`config.mk`:
```
export PLATFORM = sky130hd
export DESIGN_NAME = mii_rx_deframer_flat
export DESIGN_NICKNAME = d
export VERILOG_FILES = /design/src/rtl/hl_eth_pkg.sv /design/src/rtl/mii_rx_deframer_if.sv /design/src/rtl/crc32_nib.sv /design/src/rtl/mii_rx_deframer.sv /design/src/flat_wrapper.sv
export SDC_FILE = /design/constraint.sdc
export NUM_CORES = 1
export LEC_CHECK = 0
export CAP_MARGIN = 15
export CORE_MARGIN = 2
export CORE_UTILIZATION = 29
export DETAILED_ROUTE_END_ITERATION = 10
export PLACE_DENSITY = 0.53
export SLEW_MARGIN = 40
export SYNTH_ARGS = -nofsm -noshare
export SYNTH_HDL_FRONTEND = slang
export SYNTH_HIERARCHICAL = 1
export SYNTH_SLANG_ARGS = --single-unit
```
`constraint.sdc`:
```
create_clock -name clk -period 5.2 [get_ports clk]
set_input_delay 1.04 -clock clk [delete_from_list [all_inputs] [get_ports clk]]
set_output_delay 1.04 -clock clk [all_outputs]
set_load 0.005 [all_outputs]
```
`src/rtl/hl_eth_pkg.sv`:
```
// Shared Hermes Lite Ethernet definitions: receive FSM states, CRC-32 constants
// and MII preamble/SFD nibble values.
package hl_eth_pkg;

  typedef enum logic [1:0] {
    ST_IDLE     = 2'd0,
    ST_PREAMBLE = 2'd1,
    ST_DATA     = 2'd2,
    ST_DROP     = 2'd3
  } rx_state_t;

  localparam logic [31:0] CRC32_POLY    = 32'hEDB8_8320;
  localparam logic [31:0] CRC32_INIT    = 32'hFFFF_FFFF;
  localparam logic [31:0] CRC32_RESIDUE = 32'hDEBB_20E3;

  localparam logic [3:0] PRE_NIB = 4'h5;
  localparam logic [3:0] SFD_NIB = 4'hD;

endpackage

```
`src/rtl/mii_rx_deframer_if.sv`:
```
// Byte stream and end-of-frame status from the MII deframer to the packet parser.
interface mii_rx_deframer_if;

  // rx_valid qualifies rx_data and rx_sop for exactly one cycle; there is no
  // ready, so the consumer must take every strobe. rx_eop qualifies the status
  // fields (rx_crc_ok, rx_len_err, rx_len), which then hold until the next rx_eop.
  logic [7:0]  rx_data;
  logic        rx_valid;
  logic        rx_sop;
  logic        rx_eop;
  logic        rx_crc_ok;
  logic        rx_len_err;
  logic [10:0] rx_len;
  logic        rx_active;

  modport master (
    output rx_data, rx_valid, rx_sop, rx_eop,
    output rx_crc_ok, rx_len_err, rx_len, rx_active
  );

  modport slave (
    input rx_data, rx_valid, rx_sop, rx_eop,
    input rx_crc_ok, rx_len_err, rx_len, rx_active
  );

endinterface

```
`src/rtl/crc32_nib.sv`:
```
// Combinational CRC-32 step (reflected 0xEDB88320) consuming one nibble LSB first.
module crc32_nib
  import hl_eth_pkg::*;
(
  input  logic [31:0] crc,
  input  logic [3:0]  nib,
  output logic [31:0] crc_next
);

  logic [31:0] c;

  always_comb begin
    c = crc;
    for (int i = 0; i < 4; i++) begin
      if (c[0] ^ nib[i]) c = (c >> 1) ^ CRC32_POLY;
      else               c = c >> 1;
    end
    crc_next = c;
  end

endmodule

```
`src/rtl/mii_rx_deframer.sv`:
```
// MII receive deframer: strips preamble/SFD, packs nibbles into bytes (low
// nibble first), checks FCS residue and frame length, reports status at rx_eop.
module mii_rx_deframer
  import hl_eth_pkg::*;
#(
  parameter int MAX_LEN = 1522,
  parameter int MIN_LEN = 64
) (
  input  logic                      clk,
  input  logic                      rst_n,
  input  logic [3:0]                PHY_RX,
  input  logic                      RX_DV,
  mii_rx_deframer_if.master         rx,
  output rx_state_t                 state_dbg
);

  localparam logic [10:0] MAX_L   = 11'(MAX_LEN);
  localparam logic [10:0] MIN_L   = 11'(MIN_LEN);
  localparam logic [10:0] CNT_SAT = 11'h7FF;

  rx_state_t   state_q, state_d;
  logic        phase_q, phase_d;     // 1 = next nibble is the high half of a byte
  logic [3:0]  low_q, low_d;
  logic [31:0] crc_q, crc_d, crc_step;
  logic [10:0] cnt_q, cnt_d;
  logic        over_q, over_d;

  logic [7:0]  data_q, data_d;
  logic        valid_q, valid_d;
  logic        sop_q, sop_d;
  logic        eop_q, eop_d;
  logic        crc_ok_q, crc_ok_d;
  logic        len_err_q, len_err_d;
  logic [10:0] len_q, len_d;
  logic        active_q, active_d;

  crc32_nib u_crc (
    .crc      (crc_q),
    .nib      (PHY_RX),
    .crc_next (crc_step)
  );

  always_comb begin
    state_d   = state_q;
    phase_d   = phase_q;
    low_d     = low_q;
    crc_d     = crc_q;
    cnt_d     = cnt_q;
    over_d    = over_q;
    data_d    = data_q;
    valid_d   = 1'b0;
    sop_d     = 1'b0;
    eop_d     = 1'b0;
    crc_ok_d  = crc_ok_q;
    len_err_d = len_err_q;
    len_d     = len_q;

    case (state_q)
      ST_IDLE: begin
        if (RX_DV) state_d = (PHY_RX == PRE_NIB) ? ST_PREAMBLE : ST_DROP;
      end
      ST_PREAMBLE: begin
        if (!RX_DV) begin
          state_d = ST_IDLE;
        end else if (PHY_RX == SFD_NIB) begin
          state_d = ST_DATA;
          crc_d   = CRC32_INIT;
          phase_d = 1'b0;
          cnt_d   = 11'd0;
          over_d  = 1'b0;
        end else if (PHY_RX != PRE_NIB) begin
          state_d = ST_DROP;
        end
      end
      ST_DATA: begin
        if (!RX_DV) begin
          // A pending low nibble (odd count) means a dribble frame: never good.
          state_d   = ST_IDLE;
          eop_d     = 1'b1;
          len_d     = cnt_q;
          crc_ok_d  = (crc_q == CRC32_RESIDUE) && !phase_q;
          len_err_d = over_q || (cnt_q < MIN_L) || (cnt_q > MAX_L);
        end else begin
          crc_d   = crc_step;
          phase_d = ~phase_q;
          if (!phase_q) begin
            low_d = PHY_RX;
          end else begin
            if (cnt_q != CNT_SAT) cnt_d = cnt_q + 11'd1;
            if (cnt_q < MAX_L) begin
              valid_d = 1'b1;
              data_d  = {PHY_RX, low_q};
              sop_d   = (cnt_q == 11'd0);
            end else begin
              over_d = 1'b1;
            end
          end
        end
      end
      default: begin
        if (!RX_DV) state_d = ST_IDLE;
      end
    endcase

    active_d = (state_d == ST_PREAMBLE) || (state_d == ST_DATA);
  end

  always_ff @(posedge clk or negedge rst_n) begin
    if (!rst_n) begin
      state_q   <= ST_DROP;
      phase_q   <= 1'b0;
      low_q     <= 4'h0;
      crc_q     <= CRC32_INIT;
      cnt_q     <= 11'd0;
      over_q    <= 1'b0;
      data_q    <= 8'h00;
      valid_q   <= 1'b0;
      sop_q     <= 1'b0;
      eop_q     <= 1'b0;
      crc_ok_q  <= 1'b0;
      len_err_q <= 1'b0;
      len_q     <= 11'd0;
      active_q  <= 1'b0;
    end else begin
      state_q   <= state_d;
      phase_q   <= phase_d;
      low_q     <= low_d;
      crc_q     <= crc_d;
      cnt_q     <= cnt_d;
      over_q    <= over_d;
      data_q    <= data_d;
      valid_q   <= valid_d;
      sop_q     <= sop_d;
      eop_q     <= eop_d;
      crc_ok_q  <= crc_ok_d;
      len_err_q <= len_err_d;
      len_q     <= len_d;
      active_q  <= active_d;
    end
  end

  assign rx.rx_data    = data_q;
  assign rx.rx_valid   = valid_q;
  assign rx.rx_sop     = sop_q;
  assign rx.rx_eop     = eop_q;
  assign rx.rx_crc_ok  = crc_ok_q;
  assign rx.rx_len_err = len_err_q;
  assign rx.rx_len     = len_q;
  assign rx.rx_active  = active_q;
  assign state_dbg     = state_q;

endmodule

```
`src/flat_wrapper.sv`:
```
// flat-port wrapper written by rule: the top's interface ports become plain ports
module mii_rx_deframer_flat import hl_eth_pkg::*;
#(
  parameter int MAX_LEN = 1522,
  parameter int MIN_LEN = 64
)
  (clk, rst_n, PHY_RX, RX_DV, state_dbg, rx_rx_data, rx_rx_valid, rx_rx_sop, rx_rx_eop, rx_rx_crc_ok, rx_rx_len_err, rx_rx_len, rx_rx_active);
  mii_rx_deframer_if rx_i ();
  input  logic clk;
  input  logic rst_n;
  input  logic [3:0] PHY_RX;
  input  logic RX_DV;
  output rx_state_t state_dbg;
  output wire logic [$bits(rx_i.rx_data)-1:0] rx_rx_data;
  output wire logic [$bits(rx_i.rx_valid)-1:0] rx_rx_valid;
  output wire logic [$bits(rx_i.rx_sop)-1:0] rx_rx_sop;
  output wire logic [$bits(rx_i.rx_eop)-1:0] rx_rx_eop;
  output wire logic [$bits(rx_i.rx_crc_ok)-1:0] rx_rx_crc_ok;
  output wire logic [$bits(rx_i.rx_len_err)-1:0] rx_rx_len_err;
  output wire logic [$bits(rx_i.rx_len)-1:0] rx_rx_len;
  output wire logic [$bits(rx_i.rx_active)-1:0] rx_rx_active;
  assign rx_rx_data = rx_i.rx_data;
  assign rx_rx_valid = rx_i.rx_valid;
  assign rx_rx_sop = rx_i.rx_sop;
  assign rx_rx_eop = rx_i.rx_eop;
  assign rx_rx_crc_ok = rx_i.rx_crc_ok;
  assign rx_rx_len_err = rx_i.rx_len_err;
  assign rx_rx_len = rx_i.rx_len;
  assign rx_rx_active = rx_i.rx_active;
  mii_rx_deframer #(.MAX_LEN(MAX_LEN), .MIN_LEN(MIN_LEN)) u_core (.clk(clk), .rst_n(rst_n), .PHY_RX(PHY_RX), .RX_DV(RX_DV), .rx(rx_i), .state_dbg(state_dbg));
endmodule
```
==> results.txt, run 1 <==
The initial antenna violation count was 0. The kind of end point of the critical path is a register. The power per unit of standard cell area came out at 556.4 nW/um^2. The number of clock buffers inserted by TritonCTS is 9. The distinct cell type count of the synthesized netlist is 55. By startpoint and endpoint, the worst setup path is classified as input pin to register.

After detailed routing, the number of remaining DRC violations is 0. The final setup violation count came out at 0. The signal on the critical path passes through clkdlybuf4s50_1, and4bb_2, a21oi_2, or2_1, o21ai_0.

The path class of the tightest hold or removal check is register to register. The number of buffers added for setup after CTS came out at 0. The count of buffers inserted at the top-level ports is 33. The total inserted antenna cells came out at 0. The total overflow left after global routing is 0. The run finished with clean final reports. The number of ports placed on the die boundary is 34.

From bottom edge to top edge, the die measures 122.6 um. Before CTS, the worst setup slack after placement is 1.719 ns. The total length of routed wires is 8604 um. The insertion delay of the later-clocked pin in the worst-skew pair is 0.33 ns.

The die covers 15020 um^2. The final core utilization is 34.99%. The number of search-and-repair iterations in the first detailed-routing pass is 4. The delay contributed by the slowest stage of the critical path is 0.66 ns. The clock passes through at most 2 buffers. After synthesis the netlist holds a flip-flop and latch count of 76. The starting density of the core came out at 29.48%.

The number of DRC markers after the initial detailed-route iteration came out at 108. The sum of net half-perimeters after detailed placement came out at 5649 um. The part of the cycle the worst path needs came out at 55.70%. Global routing used 12.36% of the available tracks across all layers. The routed via count divided by cell count came out at 4.951. The net count reported at finish came out at 331. Synthesis handed over a netlist of 299 instances. The count of maximum capacitance violations is 0.

Setup repair after global routing left no endpoint under its margin. The last weighted congestion value of the routability-driven placer is 0.7299. The largest net degree at the start of global routing is 77. In this run the clock root is driven by a clkbuf_16. In this run the worst path has a maximum fanout of 11.

The post-route clock skew came out at 0.006268 ns. Once routing completed, OpenROAD measured the worst setup slack at 2.304 ns. The worst setup path is launched from an input pin.

The die width is 122.6 um. The endpoint arrival time on the critical path is 3.10 ns. The clock slew at the register clock pins of the worst setup and hold paths is 0.06 ns. The count of fill cells added during filler insertion came out at 1345.

The clock tree from TritonCTS is done. The cts-stage hold buffer count is 0. The post-placement cell count is 491. The actual slew at the worst max-slew pin came out at 0.8033 ns. In the layout the commonest cells are dfrtp_1 (42), dfstp_2 (34), clkdlybuf4s50_1 (32), o22a_1 (32), xnor3_1 (25). During synthesis, Yosys emitted a total of 6 warnings. The area of the core came out at 13830 um^2. The clock tree synthesis step divided the H-tree into 3 levels. The count of standard-cell rows came out at 43. The final route contains 2510 vias. The final critical path time including I/O delays and setup came out at 2.896 ns. The sequential share of the synthesized area is 47.70%.

The slowest library cell on the worst path is clkdlybuf4s50_1. The count of endpoints failing hold in the final timing report is 0. The net count of the mapped netlist came out at 308. The quantity of gates resized following cts is 0. The post-route antenna net violation count is 0. Leaving out fill and tap cells, the most frequent cell in the layout is dfrtp_1. VDD sags by at most 0.2484 mV. The setup TNS is 0 ns.

The routed length per placed instance came out at 16.97 um. The headroom to the max-slew limit came out at 46.44%. The leakage power summed over all cells is 2.091 nW. The count of flip-flops with a built-in enable after synthesis is 0. The number of global-route vias before repair is 2588. The global-route wire length before repair is 14200 um. The maximum clock frequency is 345.3 MHz. The post-synthesis to final-layout area growth is 18.69%.

The required time of the critical path is 5.40 ns. The post-synthesis area per instance is 13.63 um^2. The share of flip-flops with an asynchronous set or reset after synthesis is 100.0%. The final standard cell count with taps included and fillers excluded came out at 507. The ratio of cells with drive above 1 in the final layout is 28.13%. The cell area that synthesis handed to floorplanning was 4076 um^2.

The final-report max-slew violation count came out at 0. The dominant synthesized flop cell is dfrtp_1. Clock tree synthesis found a total of 76 sinks.
path summary, 6_finish.rpt:
| check | startpoint | to | slack, ns | depth (start not counted) |
|---|---|---|---|---|
| worst max-delay path | PHY_RX[0] | u_core/cnt_q[1] | 2.30 | 5 |
| worst min-delay path | u_core/rx.rx_data[4] | u_core/rx.rx_data[4] | 0.50 | 1 |
| worst max register to register | u_core/state_dbg[1] | u_core/cnt_q[1] | 2.80 | 4 |
| worst min register to register | u_core/rx.rx_data[4] | u_core/rx.rx_data[4] | 0.50 | 1 |
| max in group asynchronous | rst_n | u_core/rx.rx_len[2] | 3.98 | 1 |
| min in group asynchronous | rst_n | u_core/rx.rx_len[10] | 0.72 | 1 |
cell families (layout without fill, tap and decap cells):
group           Yosys count  count (layout)  synth area share [%]
flops                    76              76                 47.70
compound gates           71              71                 13.81
simple gates             57              57                 8.901
xor+xnor                 41              41                 18.91
buf+inv                  29              57                 3.714
mux                      23              23                 6.354
fa+ha+maj                 2               2                0.6138
area by class of cell:
class / instances / area (um^2) / share of cell area (%)
multi-input cells: 194 / 2001 / 41.35
flip-flops and latches: 76 / 1944 / 40.19
repair buffers: 35 / 346.6 / 7.163
clock buffers: 14 / 264.0 / 5.456
well taps: 180 / 225.2 / 4.655
clock inverters: 2 / 35.03 / 0.7241
inverters: 6 / 22.52 / 0.4655
sequential cells by signal (all words and copies together), names as in the netlist:
register	flops
u_core/phase_q	1
u_core/rx.rx_eop	1
u_core/rx.rx_len_err	1
u_core/rx.rx_crc_ok	1
u_core/state_dbg	2
u_core/rx.rx_valid	1
u_core/low_q	4
u_core/rx.rx_len	11
u_core/over_q	1
u_core/crc_q	32
u_core/cnt_q	11
u_core/rx.rx_sop	1
u_core/rx.rx_data	8
u_core/rx.rx_active	1
where the power goes:
part	leakage (nW)	switching (mW)	internal [mW]
Sequential	0.908	0.188	0.861
Combinational	1.04	0.338	0.675
Clock	0.147	0.233	0.398
Total	2.09	0.759	1.93
metal layers:
metal | global-route usage, % | wire, um | share of wire [%] | up-vias
li1 | - | - | - | 1169
met1 | 15.70 | 3863 | 45 | 1299
met2 | 20.24 | 4362 | 51 | 30
met3 | 3.206 | 229 | 2.7 | 12
met4 | 4.598 | 148 | 1.7 | 0
met5 | 0 | 0 | 0 | -
cell usage after synthesis (3+ instances only):
cell	instances	area, um^2
dfrtp_1	42	1051
dfstp_2	34	893.4
buf_2	10	50.05
nand4b_1	3	26.28
inv_1	5	18.77
clkbuf_1	6	22.52
xnor2_2	3	48.80
nand3_1	3	15.01
nor2_1	12	45.04
o21ai_0	4	20.02
o31ai_1	6	45.04
o22a_1	32	280.3
a21oi_1	9	45.04
nand4_1	5	31.28
mux2_2	23	259.0
and3_1	3	18.77
xnor2_1	10	87.58
xnor3_1	25	563.0
nor4_1	4	25.02
buf_4	6	45.04
nand2_1	8	30.03
o41ai_1	6	52.55
critical path, delay by kind of cell:
kind / cells / cell delay, ns
compound gates: 2 / 0.58
buf+inv: 1 / 0.66
simple gates: 2 / 0.81
through the flow:
stage                     power [mW]  area, um^2  hold slack [ns]
after global placement         2.061        4516           0.4887
final                          2.692        4838           0.5018
after CTS                      2.727        4830           0.5045
after detailed placement       2.078        4531           0.4915
after floorplan                1.835        4076           0.4683
after global routing           2.850        4838           0.5198
(Power assumes the default switching activity.)
==> run 2, diff against run 1 <==
--- a/config.mk
+++ b/config.mk
@@ -9,7 +9,7 @@
 export CORE_MARGIN = 2
 export CORE_UTILIZATION = 29
 export DETAILED_ROUTE_END_ITERATION = 10
-export PLACE_DENSITY = 0.53
+export PLACE_DENSITY = 0.54
 export SLEW_MARGIN = 40
 export SYNTH_ARGS = -nofsm -noshare
 export SYNTH_HDL_FRONTEND = slang
==> constraint.sdc (replaced) <==
create_clock -name clk -period 2.6 [get_ports clk]
set_input_delay 0.52 -clock clk [delete_from_list [all_inputs] [get_ports clk]]
set_output_delay 0.52 -clock clk [all_outputs]
set_load 0.005 [all_outputs]
==> results.txt, run 2 (same netlist as run 1, synthesis figures left out) <==
The run finished with clean final reports. The count of endpoints failing hold in the final timing report is 0 (unchanged). The starting density of the core is 29.48% (unchanged). The routed via count divided by cell count came out at 4.929 (-0.44%). By startpoint and endpoint, the worst setup path is classified as input pin to register. The count of buffers inserted at the top-level ports is 33 (unchanged). The total length of routed wires came out at 8574 um (-0.35%). The quantity of gates resized following cts came to 0 (unchanged).

In the layout the commonest cells are dfrtp_1 (42), dfstp_2 (34), clkdlybuf4s50_1 (32), o22a_1 (32), xnor3_1 (25). The die area is 15020 um^2 (unchanged). The ratio of cells with drive above 1 in the final layout came out at 30.88% (+2.7 points). The final setup violation count came out at 0 (unchanged).

The post-placement cell count came out at 504 (+2.6%). The last weighted congestion value of the routability-driven placer came to 0.7766 (+6.4%). The worst setup slack after placement came out at 0.02702 ns (-1.692 ns). Counting I/O delays and the setup requirement, the final critical path takes 2.235 ns.

The count of fill cells added during filler insertion is 1332 (-0.97%). The actual slew at the worst max-slew pin came out at 0.6112 ns (-0.1921 ns). The remaining design rule violation count was 0 (unchanged). The post-synthesis to final-layout area growth came out at 20.23%. The maximum clock path buffer count came to 2 (unchanged). The number of buffers added for setup after CTS was 0 (unchanged). The required time of the critical path is 2.88 ns (-2.52 ns).

The leakage power summed over all cells came out at 2.138 nW (+2.3%). The number of levels in the clock H-tree is 3 (unchanged). The routed length per placed instance is 16.49 um (-2.8%). The die width is 122.6 um (unchanged). The global-route congestion overflow total came out at 0 (unchanged).

The worst vdd rail ir drop came out at 0.5883 mV (+140%). The count of maximum capacitance violations is 0 (unchanged). Setup repair after global routing left no endpoint under its margin. The path class of the tightest hold or removal check is input pin to asynchronous set/reset pin. The number of clock buffers inserted by TritonCTS is 9 (unchanged).

The internal reg-to-reg setup slack was 0.63 ns (-2.17 ns). The kind of end point of the critical path is a register. The number of sinks driven by the clock tree is 76 (unchanged). The endpoint arrival time on the critical path came out at 2.51 ns (-0.59 ns).

The post-route worst setup slack is 0.3650 ns (-1.939 ns). The count of vias placed by the detailed router came to 2563 (+2.1%). The number of global-route vias before repair came to 2742 (+6.0%).

The post-route clock skew came out at 0.009782 ns (+0.003514 ns). The register containing the most flip-flops in the final layout is u_core/crc_q. The initial antenna violation count is 0 (unchanged). The post-route antenna net violation count came out at 0 (unchanged).

The number of DRC markers after the initial detailed-route iteration is 135 (+25%). The final-report max-slew violation count came out at 0 (unchanged). The maximum clock frequency came out at 447.4 MHz. The final hold slack was 0.1724 ns (-0.3294 ns). The area of the core came out at 13830 um^2 (unchanged). The part of the cycle the worst path needs is 85.96%.

The number of ports placed on the die boundary came to 34 (unchanged). The power per unit of standard cell area came out at 1078 nW/um^2 (+94%). The total inserted antenna cells is 0 (unchanged). The net count reported at finish came out at 344 (+3.9%). The global routing usage summed across all routing layers is 12.73% (+0.38 points). The global-route wire length before repair is 14570 um (+2.6%). The flip-flop count of the largest register after layout is 32 (unchanged). The headroom to the max-slew limit came to 59.25% (+13 points). The largest net degree at the start of global routing came out at 64 (-17%). The clock slew at the register clock pins of the worst setup and hold paths came to 0.06 ns (about the same). The clock root buffer is clkbuf_16. The worst setup path is launched from an input pin. The peak fanout along the critical path came out at 33 (+22).

The cts-stage hold buffer count came out at 0 (unchanged). The insertion delay of the later-clocked pin in the worst-skew pair came out at 0.34 ns (about the same). The die boundary height is 122.6 um (unchanged).

The sum of net half-perimeters after detailed placement is 5869 um (+3.9%). TritonCTS built the clock tree. The number of search-and-repair iterations in the first detailed-routing pass is 5 (+1). The final standard cell count with taps included and fillers excluded came out at 520 (+2.6%). The library cell used most frequently in the layout, excluding fill and tap cells, is dfrtp_1. The setup TNS came to 0 ns (unchanged). The overall power consumption came out at 5.281 mW (+96%). The count of standard-cell rows was 43 (unchanged).
## run 2: cell count changes in the layout (fill, tap and decap cells not counted), sizes merged
cell,change
buf,+13
clkbuf,-2
clkinv,+2
bufinv,-1
clkinvlp,+1
## run 2: final timing paths
path	cells after the start	to	from
setup / recovery	7	u_core/crc_q[15]	PHY_RX[2]
hold / removal	1	u_core/low_q[2]	rst_n
setup reg to reg	6	u_core/cnt_q[9]	u_core/cnt_q[0]
hold reg to reg	1	u_core/rx.rx_data[0]	u_core/low_q[0]
max in group asynchronous	2	u_core/crc_q[29]	rst_n
min in group clk	1	u_core/rx.rx_data[0]	u_core/low_q[0]
## run 2: where the power goes
| part | leakage (nW) | switching [mW] | total [mW] | internal [mW] |
|---|---|---|---|---|
| combinational | 1.10 | 0.678 | 2.06 | 1.38 |
| clock | 0.133 | 0.465 | 1.13 | 0.670 |
| sequential | 0.908 | 0.369 | 2.09 | 1.72 |
| total | 2.14 | 1.51 | 5.28 | 3.77 |
## run 2: worst max-delay path: stages
cell	delay, ns
clkdlybuf4s50_1	0.59
buf_4	0.17
and4bb_2	0.28
and3_1	0.25
o21a_1	0.14
buf_4	0.34
o22a_1	0.22
## run 2: routing by layer
layer  track usage, %  part of all wire, %  up-vias
met3            4.136                  3.6        9
met2            20.38                   49       35
met1            16.42                   46     1317
li1                 -                    -     1202
met5                0                    0        -
met4            3.879                  1.2        0
## run 2: metrics by stage
step           utilization [%]  instance area [um^2]
6_report                 35.44                  4901
5_1_grt                  35.44                  4901
4_1_cts                  35.42                  4897
3_5_place_dp             33.44                  4624
3_3_place_gp             33.36                  4613
2_1_floorplan                -                  4076
## run 2: area by class of cell
cell class	count	area, um^2	area share (%)
Multi-Input combinational cell	194	1992	40.64
Clock inverter	4	26.28	0.5361
Inverter	6	22.52	0.4595
Sequential cell	76	1944	39.67
Clock buffer	12	246.5	5.029
Tap cell	180	225.2	4.595
Timing Repair Buffer	48	444.2	9.063
==> run 3, diff against run 2 <==
--- a/config.mk
+++ b/config.mk
@@ -6,12 +6,11 @@
 export NUM_CORES = 1
 export LEC_CHECK = 0
 export CAP_MARGIN = 15
-export CORE_MARGIN = 2
 export CORE_UTILIZATION = 29
+export CTS_BUF_LIST = sky130_fd_sc_hd__clkbuf_4 sky130_fd_sc_hd__clkbuf_8
 export DETAILED_ROUTE_END_ITERATION = 10
-export PLACE_DENSITY = 0.54
+export PLACE_DENSITY = 0.55
 export SLEW_MARGIN = 40
 export SYNTH_ARGS = -nofsm -noshare
 export SYNTH_HDL_FRONTEND = slang
-export SYNTH_HIERARCHICAL = 1
 export SYNTH_SLANG_ARGS = --single-unit
==> results.txt, run 3 <==
Grouping stages by cell kind, the critical path spends the most delay in flip-flops. The number of buffers added for setup after CTS came out at 0 (unchanged). The flow ran to the end, and the final reports show no timing, DRC or antenna violations.

The starting density of the core came out at 29.75% (+0.27 points). The library cell used most frequently in the layout, excluding fill and tap cells, is dfrtp_1. The initial antenna violation count came out at 0 (unchanged). By instance count, the leading cell after synthesis is dfrtp_1. After synthesis, the most frequently instantiated cells are dfrtp_1 (42), dfstp_2 (34), mux2_2 (21), o22a_1 (15), xnor2_1 (15). In this run the clock root is driven by a clkbuf_8. The net count reported at finish came out at 346 (+0.58%).

The number of DRC markers after the initial detailed-route iteration is 107 (-21%). The clock tree from TritonCTS is done. The net count of the mapped netlist came out at 301 (-2.3%). The compound-gate portion of the synthesized area came to 13.83% (+0.017 points). The main combinational cell family by area after synthesis is compound AO/OA/AOI/OAI gates. In the layout the commonest cells are dfrtp_1 (42), dfstp_2 (34), clkdlybuf4s50_1 (32).

The maximum clock path buffer count was 2 (unchanged). The worst vdd rail ir drop was 0.6152 mV (+4.6%). The global-route wire length before repair came to 13300 um (-8.8%). The final-report max-slew violation count came out at 0 (unchanged). The count of flip-flops with a built-in enable after synthesis was 0 (unchanged). The count of maximum capacitance violations came to 0 (unchanged). The count of buffers inserted at the top-level ports is 33 (unchanged).

The die area came out at 13410 um^2 (-11%). The area growth from synthesis to layout is 21.23%. The area taken by multi-input logic gates came to 1724 um^2 (-13%). The final setup violation count came out at 0 (unchanged). The quantity of gates resized following cts is 0 (unchanged). The type of the most critical hold path is input pin to asynchronous set/reset pin.

The count of vias placed by the detailed router is 2450 (-4.4%). After synthesis, the cell types taking the most area are dfrtp_1 (28%), dfstp_2 (24%), mux2_2 (6.3%), o22a_1 (3.5%), xnor2_1 (3.5%). The die boundary height is 115.8 um (-5.5%). The area share of the leading cell type in the synthesized netlist came out at 27.99% (+2.2 points). The flip-flop count of the largest register after layout came out at 32 (unchanged). The count of fill cells added during filler insertion is 1292 (-3.0%).

The number of global-route vias before repair came out at 2521 (-8.1%). STA classifies the critical path startpoint as a register. The simple-gate share of the synthesized area is 11.06% (+2.2 points). The distinct cell type count of the synthesized netlist came out at 57 (+3.6%). The number of clock buffers inserted by TritonCTS came to 9 (unchanged).

The number of search-and-repair iterations in the first detailed-routing pass is 4 (-1). The power per unit of standard cell area was 1036 nW/um^2 (-3.9%). The required time of the critical path came out at 2.08 ns (-0.80 ns). The global routing usage summed across all routing layers is 13.06% (+0.33 points). The number of levels in the clock H-tree came out at 3 (unchanged). The number of ports placed on the die boundary was 34 (unchanged). The largest net degree at the start of global routing was 37 (-42%).

The sum of net half-perimeters after detailed placement came out at 5593 um (-4.7%). The standard cell area after detailed placement is 4359 um^2 (-5.7%). The actual slew at the worst max-slew pin is 0.4814 ns (-0.1298 ns).

The post-synthesis mux area share came to 8.231% (+1.9 points). The last weighted congestion value of the routability-driven placer is 0.7927 (+2.1%). The critical path buffer and inverter count came out at 1 (-2). The maximum clock frequency was 496.2 MHz (+11%).

Walking the worst path, the cells encountered are clkdlybuf4s50_1. Setup repair after global routing left no endpoint under its margin. The total inserted antenna cells came to 0 (unchanged). The area of the mapped netlist was 3755 um^2 (-7.9%). The final critical path time including I/O delays and setup is 2.015 ns (-0.2195 ns). The setup TNS is 0 ns (unchanged). The die width came to 115.8 um (-5.5%).

The clock slew at the register clock pins of the worst setup and hold paths was 0.08 ns (+0.02 ns). The sequential share of the synthesized area is 51.78% (+4.1 points). The final hold slack came out at 0.1165 ns (-0.05594 ns). The number of instances in the synthesized netlist was 292 (-2.3%). The leakage power summed over all cells came out at 1.885 nW (-12%). The adder and majority cell fraction of the synthesized area is 0.6664% (+0.053 points). The count of standard-cell rows came to 41 (-4.7%). The endpoint arrival time on the critical path is 1.50 ns (-1.01 ns).

The total of flip-flops plus latches after synthesis is 76 (unchanged). The register area is 1944 um^2 (unchanged). The ratio of cells with drive above 1 in the final layout is 31.29% (+0.40 points).

The global-route congestion overflow total came out at 0 (unchanged). The headroom to the max-slew limit is 67.84% (+8.6 points). The routed length per placed instance is 15.49 um (-6.1%). The warning count from the yosys run is 0 (-6).

The area of all placed cells without fillers came out at 4552 um^2 (-7.1%). The xor and xnor area share after synthesis is 12.13% (-6.8 points). Counting flops per register, the top entry is u_core.crc_q.

The post-synthesis area per instance was 12.86 um^2 (-5.7%). The delay contributed by the slowest stage of the critical path came out at 0.61 ns (+0.02 ns). The post-route clock skew is 0.01008 ns (+0.0003022 ns). The most used flip-flop cell after synthesis is dfrtp_1. The share of flip-flops with an asynchronous set or reset after synthesis is 100.0% (unchanged).

The area of the core is 12620 um^2 (-8.7%). The number of sinks driven by the clock tree came out at 76 (unchanged). The peak fanout along the critical path is 8 (-76%). By startpoint and endpoint, the worst setup path is classified as register to primary output. The insertion delay of the later-clocked pin in the worst-skew pair came to 0.35 ns (about the same). The total length of routed wires came out at 7961 um (-7.1%).

The part of the cycle the worst path needs is 77.52% (-8.4 points). The routed via count divided by cell count is 4.767 (-3.3%). The kind of end point of the critical path is a primary output. The post-route antenna net violation count was 0 (unchanged). The count of endpoints failing hold in the final timing report is 0 (unchanged). The slowest library cell on the worst path is dfstp_2. The remaining design rule violation count came out at 0 (unchanged). The cts-stage hold buffer count came to 0 (unchanged). The cell taking the most area after synthesis is dfrtp_1.
-- run 3: path summary, 6_finish.rpt --
path	endpoint	slack (ns)	cells past startpoint	start
worst min-delay path	u_core.cnt_q[1]	0.12	1	rst_n
worst min register to register	u_core.rx.rx_data[1]	0.49	1	u_core.rx.rx_data[1]
worst max-delay path	state_dbg[0]	0.58	1	u_core.state_dbg[0]
max in group asynchronous	u_core.crc_q[31]	1.79	2	rst_n
worst max register to register	u_core.rx.rx_data[2]	0.59	4	u_core.cnt_q[3]
min in group clk	u_core.rx.rx_data[1]	0.49	1	u_core.rx.rx_data[1]
-- run 3: per-stage QoR --
stage                     instances  setup WS [ns]  power (mW)  utilization (%)
after floorplan                 292         0.7279       3.309                -
after global placement          498         0.1936       3.870            34.54
after detailed placement        498         0.1933       3.880            34.54
after CTS                       514         0.5644       4.782            36.07
after global routing            514         0.4483       5.025            36.07
final                           514         0.5845       4.714            36.07
-- run 3: metal layers --
metal	vias to the layer above	share of wire [%]	global-route usage, %
met5	-	0	0
met4	0	1.0	3.333
met3	10	3.5	3.661
met2	40	47	20.95
met1	1230	48	17.37
li1	1170	-	-
-- run 3: layout make-up --
| class | count | share of cell area (%) |
|---|---|---|
| sequential | 76 | 42.72 |
| multi-input combinational | 197 | 37.88 |
| timing repair buffer | 49 | 10.12 |
| tap | 172 | 4.728 |
| clock buffer | 15 | 4.123 |
| inverter | 4 | 0.3299 |
| clock inverter | 1 | 0.1100 |
-- run 3: cells by family after synthesis --
logic type	Yosys count
DFF	76
xor gates and xnor gates	36
muxes	28
buffers and inverters	19
AOI/OAI and AO/OA	61
and+or+nand+nor	70
adders and majority gates	2
-- run 3: where the power goes --
| group | internal [mW] | switching [mW] | total, mW |
|---|---|---|---|
| clock | 0.457 | 0.408 | 0.865 |
| combinational | 1.06 | 0.732 | 1.79 |
| sequential | 1.71 | 0.344 | 2.06 |
| total | 3.23 | 1.48 | 4.71 |
